[config.mk]
export PLATFORM = sky130hd
export DESIGN_NAME = perf_snapshot_ctrl_flat
export DESIGN_NICKNAME = d
export VERILOG_FILES = /design/src/rtl/perf_snapshot_ctrl_pkg.sv /design/src/rtl/perf_snapshot_ctrl_if.sv /design/src/rtl/perf_snapshot_ctrl_mmio_slave.sv /design/src/rtl/perf_snapshot_ctrl.sv /design/src/flat_wrapper.sv
export SDC_FILE = /design/constraint.sdc
export NUM_CORES = 1
export LEC_CHECK = 0
export ABC_CLOCK_PERIOD_IN_PS = 3400
export BUFFER_PORTS_ARGS = -buffer_cell sky130_fd_sc_hd__buf_2
export CAP_MARGIN = 30
export CORE_MARGIN = 2
export CORE_UTILIZATION = 60
export DETAILED_ROUTE_END_ITERATION = 10
export MAX_ROUTING_LAYER = met4
export PLACE_DENSITY = 0.83
export SYNTH_ARGS = -nofsm -noshare
export SYNTH_HDL_FRONTEND = slang
export SYNTH_SLANG_ARGS = --single-unit
[constraint.sdc]
create_clock -name clk -period 3.4 [get_ports clk]
set_input_delay 0.51 -clock clk [delete_from_list [all_inputs] [get_ports clk]]
set_output_delay 0.51 -clock clk [all_outputs]
set_load 0.02 [all_outputs]
[src/rtl/perf_snapshot_ctrl_pkg.sv]
// perf_snapshot_ctrl_pkg: shared word type, register offsets, CTRL/STATUS bits and FSM states.
// Revision 1.0
`default_nettype none

package perf_snapshot_ctrl_pkg;

  typedef logic [15:0] lc3b_word;

  // Word offsets inside the 64-byte MMIO window
  localparam logic [4:0] PERF_CTRL_OFS = 5'd0;
  localparam logic [4:0] PERF_STAT_OFS = 5'd1;
  localparam logic [4:0] PERF_SNAP_OFS = 5'd2;

  localparam int CTRL_START_BIT = 0;
  localparam int CTRL_CLEAR_BIT = 1;
  localparam int STAT_BUSY_BIT  = 0;
  localparam int STAT_VALID_BIT = 1;

  typedef enum logic [1:0] {
    PS_IDLE  = 2'd0,
    PS_SCAN  = 2'd1,
    PS_CLEAR = 2'd2,
    PS_DONE  = 2'd3
  } perf_snap_state_t;

endpackage

`default_nettype wire

[src/rtl/perf_snapshot_ctrl_if.sv]
// perf_snapshot_ctrl_if: lc3b-style MMIO read/write/resp bus between the MEM stage and the controller.
// Revision 1.0
`default_nettype none

interface perf_snapshot_ctrl_if;
  import perf_snapshot_ctrl_pkg::*;

  logic [15:0] mem_address;
  logic        mem_read;
  logic        mem_write;
  lc3b_word    mem_wdata;
  lc3b_word    mem_rdata;
  logic        mem_resp;

  modport master (
    output mem_address, mem_read, mem_write, mem_wdata,
    input  mem_rdata, mem_resp
  );

  modport slave (
    input  mem_address, mem_read, mem_write, mem_wdata,
    output mem_rdata, mem_resp
  );

endinterface

`default_nettype wire

[src/rtl/perf_snapshot_ctrl_mmio_slave.sv]
// perf_snapshot_ctrl_mmio_slave: window decode, one-resp-per-request guard, registered resp/rdata, read mux.
// Revision 1.0
`default_nettype none

module perf_snapshot_ctrl_mmio_slave
  import perf_snapshot_ctrl_pkg::*;
#(
  parameter int          NUM_CTRS  = 12,
  parameter logic [15:0] BASE_ADDR = 16'hFF00,
  parameter int          SEL_W     = 4
) (
  input  logic                  clk,
  input  logic                  rst_n,
  perf_snapshot_ctrl_if.slave   bus,
  input  logic                  busy_i,
  input  logic                  valid_i,
  input  lc3b_word              snap_i [NUM_CTRS],
  output logic                  ctrl_start_o,
  output logic                  ctrl_clear_o
);

  logic       guard_q;
  logic       resp_q;
  lc3b_word   rdata_q;

  logic       in_window;
  logic       req;
  logic       is_snap;
  logic       snap_stall;
  logic       accept;
  logic [4:0] ofs;
  logic [4:0] snap_ofs;
  lc3b_word   rmux;

  logic        unused_addr_lsb;
  logic [13:0] unused_wdata_hi;
  assign unused_addr_lsb = bus.mem_address[0];
  assign unused_wdata_hi = bus.mem_wdata[15:2];

  assign ofs        = bus.mem_address[5:1];
  assign in_window  = (bus.mem_address[15:6] == BASE_ADDR[15:6]);
  assign req        = bus.mem_read | bus.mem_write;
  assign snap_ofs   = ofs - PERF_SNAP_OFS;
  assign is_snap    = (ofs >= PERF_SNAP_OFS) && (snap_ofs < 5'(NUM_CTRS));
  // Snapshot reads wait for the scan to finish so they never return a half-updated buffer
  assign snap_stall = is_snap && !bus.mem_write && busy_i;
  assign accept     = req && in_window && !guard_q && !snap_stall;

  assign ctrl_start_o = accept && bus.mem_write && (ofs == PERF_CTRL_OFS)
                        && bus.mem_wdata[CTRL_START_BIT];
  assign ctrl_clear_o = bus.mem_wdata[CTRL_CLEAR_BIT];

  always_comb begin
    rmux = '0;
    if (ofs == PERF_STAT_OFS) begin
      rmux[STAT_BUSY_BIT]  = busy_i;
      rmux[STAT_VALID_BIT] = valid_i;
    end else if (is_snap) begin
      rmux = snap_i[snap_ofs[SEL_W-1:0]];
    end
  end

  always_ff @(posedge clk or negedge rst_n) begin
    if (!rst_n) begin
      guard_q <= 1'b0;
      resp_q  <= 1'b0;
      rdata_q <= '0;
    end else begin
      resp_q  <= accept;
      rdata_q <= (accept && !bus.mem_write) ? rmux : '0;
      if (accept) begin
        guard_q <= 1'b1;
      end else if (!req) begin
        guard_q <= 1'b0;
      end
    end
  end

  assign bus.mem_resp  = resp_q;
  assign bus.mem_rdata = rdata_q;

endmodule

`default_nettype wire

[src/rtl/perf_snapshot_ctrl.sv]
// perf_snapshot_ctrl: scans the counter bank into a snapshot buffer, optionally clears it, serves it over MMIO.
// Revision 1.0
`default_nettype none

module perf_snapshot_ctrl
  import perf_snapshot_ctrl_pkg::*;
#(
  parameter int          NUM_CTRS  = 12,
  parameter logic [15:0] BASE_ADDR = 16'hFF00,
  parameter int          SEL_W     = 4
) (
  input  logic                clk,
  input  logic                rst_n,
  perf_snapshot_ctrl_if.slave mem,
  output logic [SEL_W-1:0]    ctr_sel,
  output logic                ctr_clear,
  input  logic [15:0]         ctr_value,
  output logic                busy
);

  localparam logic [SEL_W-1:0] LAST_IDX = SEL_W'(NUM_CTRS - 1);

  perf_snap_state_t state_q, state_d;
  logic [SEL_W-1:0] idx_q, idx_d;
  logic             valid_q, valid_d;
  logic             clr_mode_q, clr_mode_d;
  lc3b_word         snap_q [NUM_CTRS];
  lc3b_word         snap_d [NUM_CTRS];

  logic ctrl_start;
  logic ctrl_clear;

  perf_snapshot_ctrl_mmio_slave #(
    .NUM_CTRS  (NUM_CTRS),
    .BASE_ADDR (BASE_ADDR),
    .SEL_W     (SEL_W)
  ) u_mmio (
    .clk          (clk),
    .rst_n        (rst_n),
    .bus          (mem),
    .busy_i       (busy),
    .valid_i      (valid_q),
    .snap_i       (snap_q),
    .ctrl_start_o (ctrl_start),
    .ctrl_clear_o (ctrl_clear)
  );

  always_ff @(posedge clk or negedge rst_n) begin
    if (!rst_n) begin
      state_q    <= PS_IDLE;
      idx_q      <= '0;
      valid_q    <= 1'b0;
      clr_mode_q <= 1'b0;
      for (int i = 0; i < NUM_CTRS; i++) begin
        snap_q[i] <= '0;
      end
    end else begin
      state_q    <= state_d;
      idx_q      <= idx_d;
      valid_q    <= valid_d;
      clr_mode_q <= clr_mode_d;
      for (int i = 0; i < NUM_CTRS; i++) begin
        snap_q[i] <= snap_d[i];
      end
    end
  end

  always_comb begin
    state_d    = state_q;
    idx_d      = idx_q;
    valid_d    = valid_q;
    clr_mode_d = clr_mode_q;
    snap_d     = snap_q;
    ctr_sel    = '0;
    ctr_clear  = 1'b0;

    unique case (state_q)
      PS_IDLE: begin
        // Start requests while busy never reach here, so a running scan cannot restart
        if (ctrl_start) begin
          clr_mode_d = ctrl_clear;
          idx_d      = '0;
          valid_d    = 1'b0;
          state_d    = PS_SCAN;
        end
      end
      PS_SCAN: begin
        ctr_sel       = idx_q;
        snap_d[idx_q] = ctr_value;
        if (idx_q == LAST_IDX) begin
          idx_d   = '0;
          state_d = clr_mode_q ? PS_CLEAR : PS_DONE;
        end else begin
          idx_d = idx_q + SEL_W'(1);
        end
      end
      PS_CLEAR: begin
        ctr_sel   = idx_q;
        ctr_clear = 1'b1;
        if (idx_q == LAST_IDX) begin
          idx_d   = '0;
          state_d = PS_DONE;
        end else begin
          idx_d = idx_q + SEL_W'(1);
        end
      end
      PS_DONE: begin
        valid_d = 1'b1;
        state_d = PS_IDLE;
      end
      default: state_d = PS_IDLE;
    endcase
  end

  assign busy = (state_q != PS_IDLE);

endmodule

`default_nettype wire

[src/flat_wrapper.sv]
// flat-port wrapper written by rule: the top's interface ports become plain ports
module perf_snapshot_ctrl_flat import perf_snapshot_ctrl_pkg::*;
#(
  parameter int          NUM_CTRS  = 12,
  parameter logic [15:0] BASE_ADDR = 16'hFF00,
  parameter int          SEL_W     = 4
)
  (clk, rst_n, ctr_sel, ctr_clear, ctr_value, busy, mem_mem_address, mem_mem_read, mem_mem_write, mem_mem_wdata, mem_mem_rdata, mem_mem_resp);
  perf_snapshot_ctrl_if mem_i ();
  input  logic clk;
  input  logic rst_n;
  output logic [SEL_W-1:0] ctr_sel;
  output logic ctr_clear;
  input  logic [15:0] ctr_value;
  output logic busy;
  input wire logic [$bits(mem_i.mem_address)-1:0] mem_mem_address;
  input wire logic [$bits(mem_i.mem_read)-1:0] mem_mem_read;
  input wire logic [$bits(mem_i.mem_write)-1:0] mem_mem_write;
  input wire logic [$bits(mem_i.mem_wdata)-1:0] mem_mem_wdata;
  output wire logic [$bits(mem_i.mem_rdata)-1:0] mem_mem_rdata;
  output wire logic [$bits(mem_i.mem_resp)-1:0] mem_mem_resp;
  assign mem_i.mem_address = mem_mem_address;
  assign mem_i.mem_read = mem_mem_read;
  assign mem_i.mem_write = mem_mem_write;
  assign mem_i.mem_wdata = mem_mem_wdata;
  assign mem_mem_rdata = mem_i.mem_rdata;
  assign mem_mem_resp = mem_i.mem_resp;
  perf_snapshot_ctrl #(.NUM_CTRS(NUM_CTRS), .BASE_ADDR(BASE_ADDR), .SEL_W(SEL_W)) u_core (.clk(clk), .rst_n(rst_n), .mem(mem_i), .ctr_sel(ctr_sel), .ctr_clear(ctr_clear), .ctr_value(ctr_value), .busy(busy));
endmodule
==> out/metrics.yaml <==
clock_network:
  hold_buffers: 0
  ctsHtreeMaxLevel: 1
  cts-root-buf: "clkbuf_16"
  cts_buffer_depth: 3
  post_cts_buffers: 0
  ctsResizeCount: 0
  cts_inserted_buffers: 23
  path_clk_slew_ps: 60
  cts_sinks: 218
  insertion_delay_ps: 520
  cts_tree: "built"
routing:
  routedWlPerCell_um: 23.7
  ant_nets: 0
  route.detailed.drc: 0
  drtPass1Iterations: 4
  dr.first_iter.drc_count: 315
  vias_per_cell: 6.17
  via_count: 5863
  wirelength_um: 22500
die:
  io_pins: 75
  rows: 47
  start_util_pct: 60.8
  dieWidth_um: 133
  core_area_um2: 16500
  dieArea_um2: 17700
  die_h_um: 133
finish:
  layout.nets: 779
  design_area_um2: 11300
  register_area_um2: 5460
  final_cells: 951
  multi_input_comb_area_um2: 4320
  final_core_util_pct: 68.6
  insertedDiodeCount: 0
  fill_cells: 1117
  drive_above_1_share_pct: 50.2
  synthToLayoutAreaGrowth_pct: 12.7
synthesis:
  yosys-top-cells-area: "dfrtp_1 54%, mux2_2 22%, mux4_2 11%"
  syn_nets: 731
  yosysUniqueCellTypes: 43
  synth-warning-count: 0
  synth_area_um2: 10000
  synth_most_common_cell: "dfrtp_1"
  yosysSeqAreaShare_pct: 54.5
  netlist_instances: 669
  synth_top_area_share_pct: 54.5
  ys.flop_type: "dfrtp_1"
  yosysTopAreaCell: "dfrtp_1"
  ys_async_sr_fraction_pct: 100
  postSynthAreaPerCell_um2: 15.0
  synthTopCellsByCount: "218 x dfrtp_1, 196 x mux2_2, 47 x mux4_2"
  synth-edff-count: 0
  synth-seq-cells: 218
timing:
  slew_headroom_pct: 47.9
  clock.fmax_mhz: 408
  setup-violations-final: 0
  worstMarginPinSlew_ps: 781
  tns_ps: 0
  final-hold-violation-count: 0
  fin_skew_ps: 23.1
  fin_crit_sh_pct: 72.1
  report.final.slew_viol_count: 0
  rsz0062_at_grt: "no"
  period_minus_slack_ps: 2450
setup_path:
  critPathLaunchType: "flop"
  worstPathRequired_ps: 3810
  crit_path_max_fanout: 9
  slowest_delay_ps: 800
  worstSetupPathType: "flop to flop"
  crit_chain: "inv_1, ha_1, inv_1, or4_1, buf_16, a211oi_2"
  critical_path.most_common_cell: "inv_1"
  cpMaxStageDelayCell: "or4_1"
  critPathArrivalTime_ps: 2860
  cp-end-kind: "flop"
global_route:
  grt_antenna_before_repair: 0
  use_met2_pct: 45.1
  track_usage_pct: 27.1
  use_met3_pct: 3.92
  grt_max_degree: 85
  grt_util_met1_pct: 35.2
  grt-busiest-layer: "met2"
  grt_pass1_wl_um: 35600
  grt_pass1_vias: 6446
  grt-ovfl-total: 0
job:
  maxCapViolCount: 0
power_and_ir_drop:
  report.power.total_uw: 9020
  pwr_density_cell_nw_per_um2: 799
  leakagePower_uw: 0.00496
  irDropWorstVdd_mv: 0.488
min_path:
  hp-class: "input pin to async pin"
placement:
  place_area_um2: 10600
  place_congestion: 0.775
  dp_cells: 911
  port_buffers: 59
  post-dp-hpwl_um: 13600
run_status:
  status: "finished, final reports clean"
## layout by cell type, fill, tap and decap left out, types with 9 or more instances in the layout
master,n
dfrtp_1,218
mux2_2,196
buf_2,57
mux4_2,47
nor2_1,28
clkbuf_16,23
buf_4,18
mux2i_1,16
nand3_1,11
ha_1,10
inv_1,9
a211oi_2,9
clkbuf_1,9
## registers in the layout, summed over array words and instances (netlist names)
signal,count
u_core.clr_mode_q,1
u_core.snap_q,192
u_core.idx_q,4
u_core.state_q,2
u_core.u_mmio.bus.mem_resp,1
u_core.valid_q,1
u_core.u_mmio.bus.mem_rdata,16
u_core.u_mmio.guard_q,1
## area by class of cell
class                      count  share of cell area [%]
timing repair buffer          80                    4.58
clock buffer                  37                    6.01
clock inverter                 2                   0.122
multi-input combinational    385                    38.2
tap                          220                    2.44
inverter                       9                   0.299
sequential                   218                    48.3
## metrics by stage
step	setup WS [ps]	hold slack, ps
after global placement	666	481
final	948	51.6
after global routing	800	96.0
after floorplan	870	214
after CTS	966	81.7
after detailed placement	799	488
## per-layer routing
layer | share of wire [%] | routed length, µm
met1 | 40 | 9020
met2 | 52 | 11800
met3 | 5.2 | 1160
met4 | 2.6 | 580
met5 | 0 | 0
## worst max-delay path: cells and delay by family, from the launching register on
| family | cells | cell delay [ps] |
|---|---|---|
| adder cells (fa/ha/maj) | 1 | 360 |
| flip-flops | 1 | 430 |
| AND/OR/NAND/NOR | 1 | 800 |
| buffers and inverters | 3 | 610 |
| AO/OA/AOI/OAI | 1 | 150 |
## cell families after synthesis
family	count (synthesis)	synth area share [%]
muxes	259	34.2
DFF	218	54.5
and+or+nand+nor	76	3.95
buffers and inverters	66	2.79
AOI/OAI and AO/OA	37	3.09
adders and majority gates	10	1.25
xor gates and xnor gates	3	0.262
## where the power goes
group | switching (µW) | total [µW] | leakage [µW] | internal, µW
Combinational | 1030 | 2550 | 0.00198 | 1520
Sequential | 557 | 4150 | 0.00265 | 3590
Clock | 969 | 2320 | 0.000338 | 1350
Total | 2550 | 9020 | 0.00496 | 6460
## worst paths after layout
| path | slack, ps | cells after the start | from | to |
|---|---|---|---|---|
| worst max-delay path | 950 | 6 | u_core.state_q[0] | u_core.u_mmio.bus.mem_rdata[5] |
| worst min-delay path | 50 | 1 | rst_n | u_core.snap_q[17] |
| worst max register to register | 950 | 6 | u_core.state_q[0] | u_core.u_mmio.bus.mem_rdata[5] |
| worst min register to register | 500 | 1 | u_core.snap_q[56] | u_core.snap_q[56] |
| max in group asynchronous | 2460 | 2 | rst_n | u_core.u_mmio.bus.mem_rdata[14] |
| min in group clk | 250 | 2 | mem_mem_wdata[1] | u_core.clr_mode_q |
No activity file was read; power rests on OpenSTA's default activity.
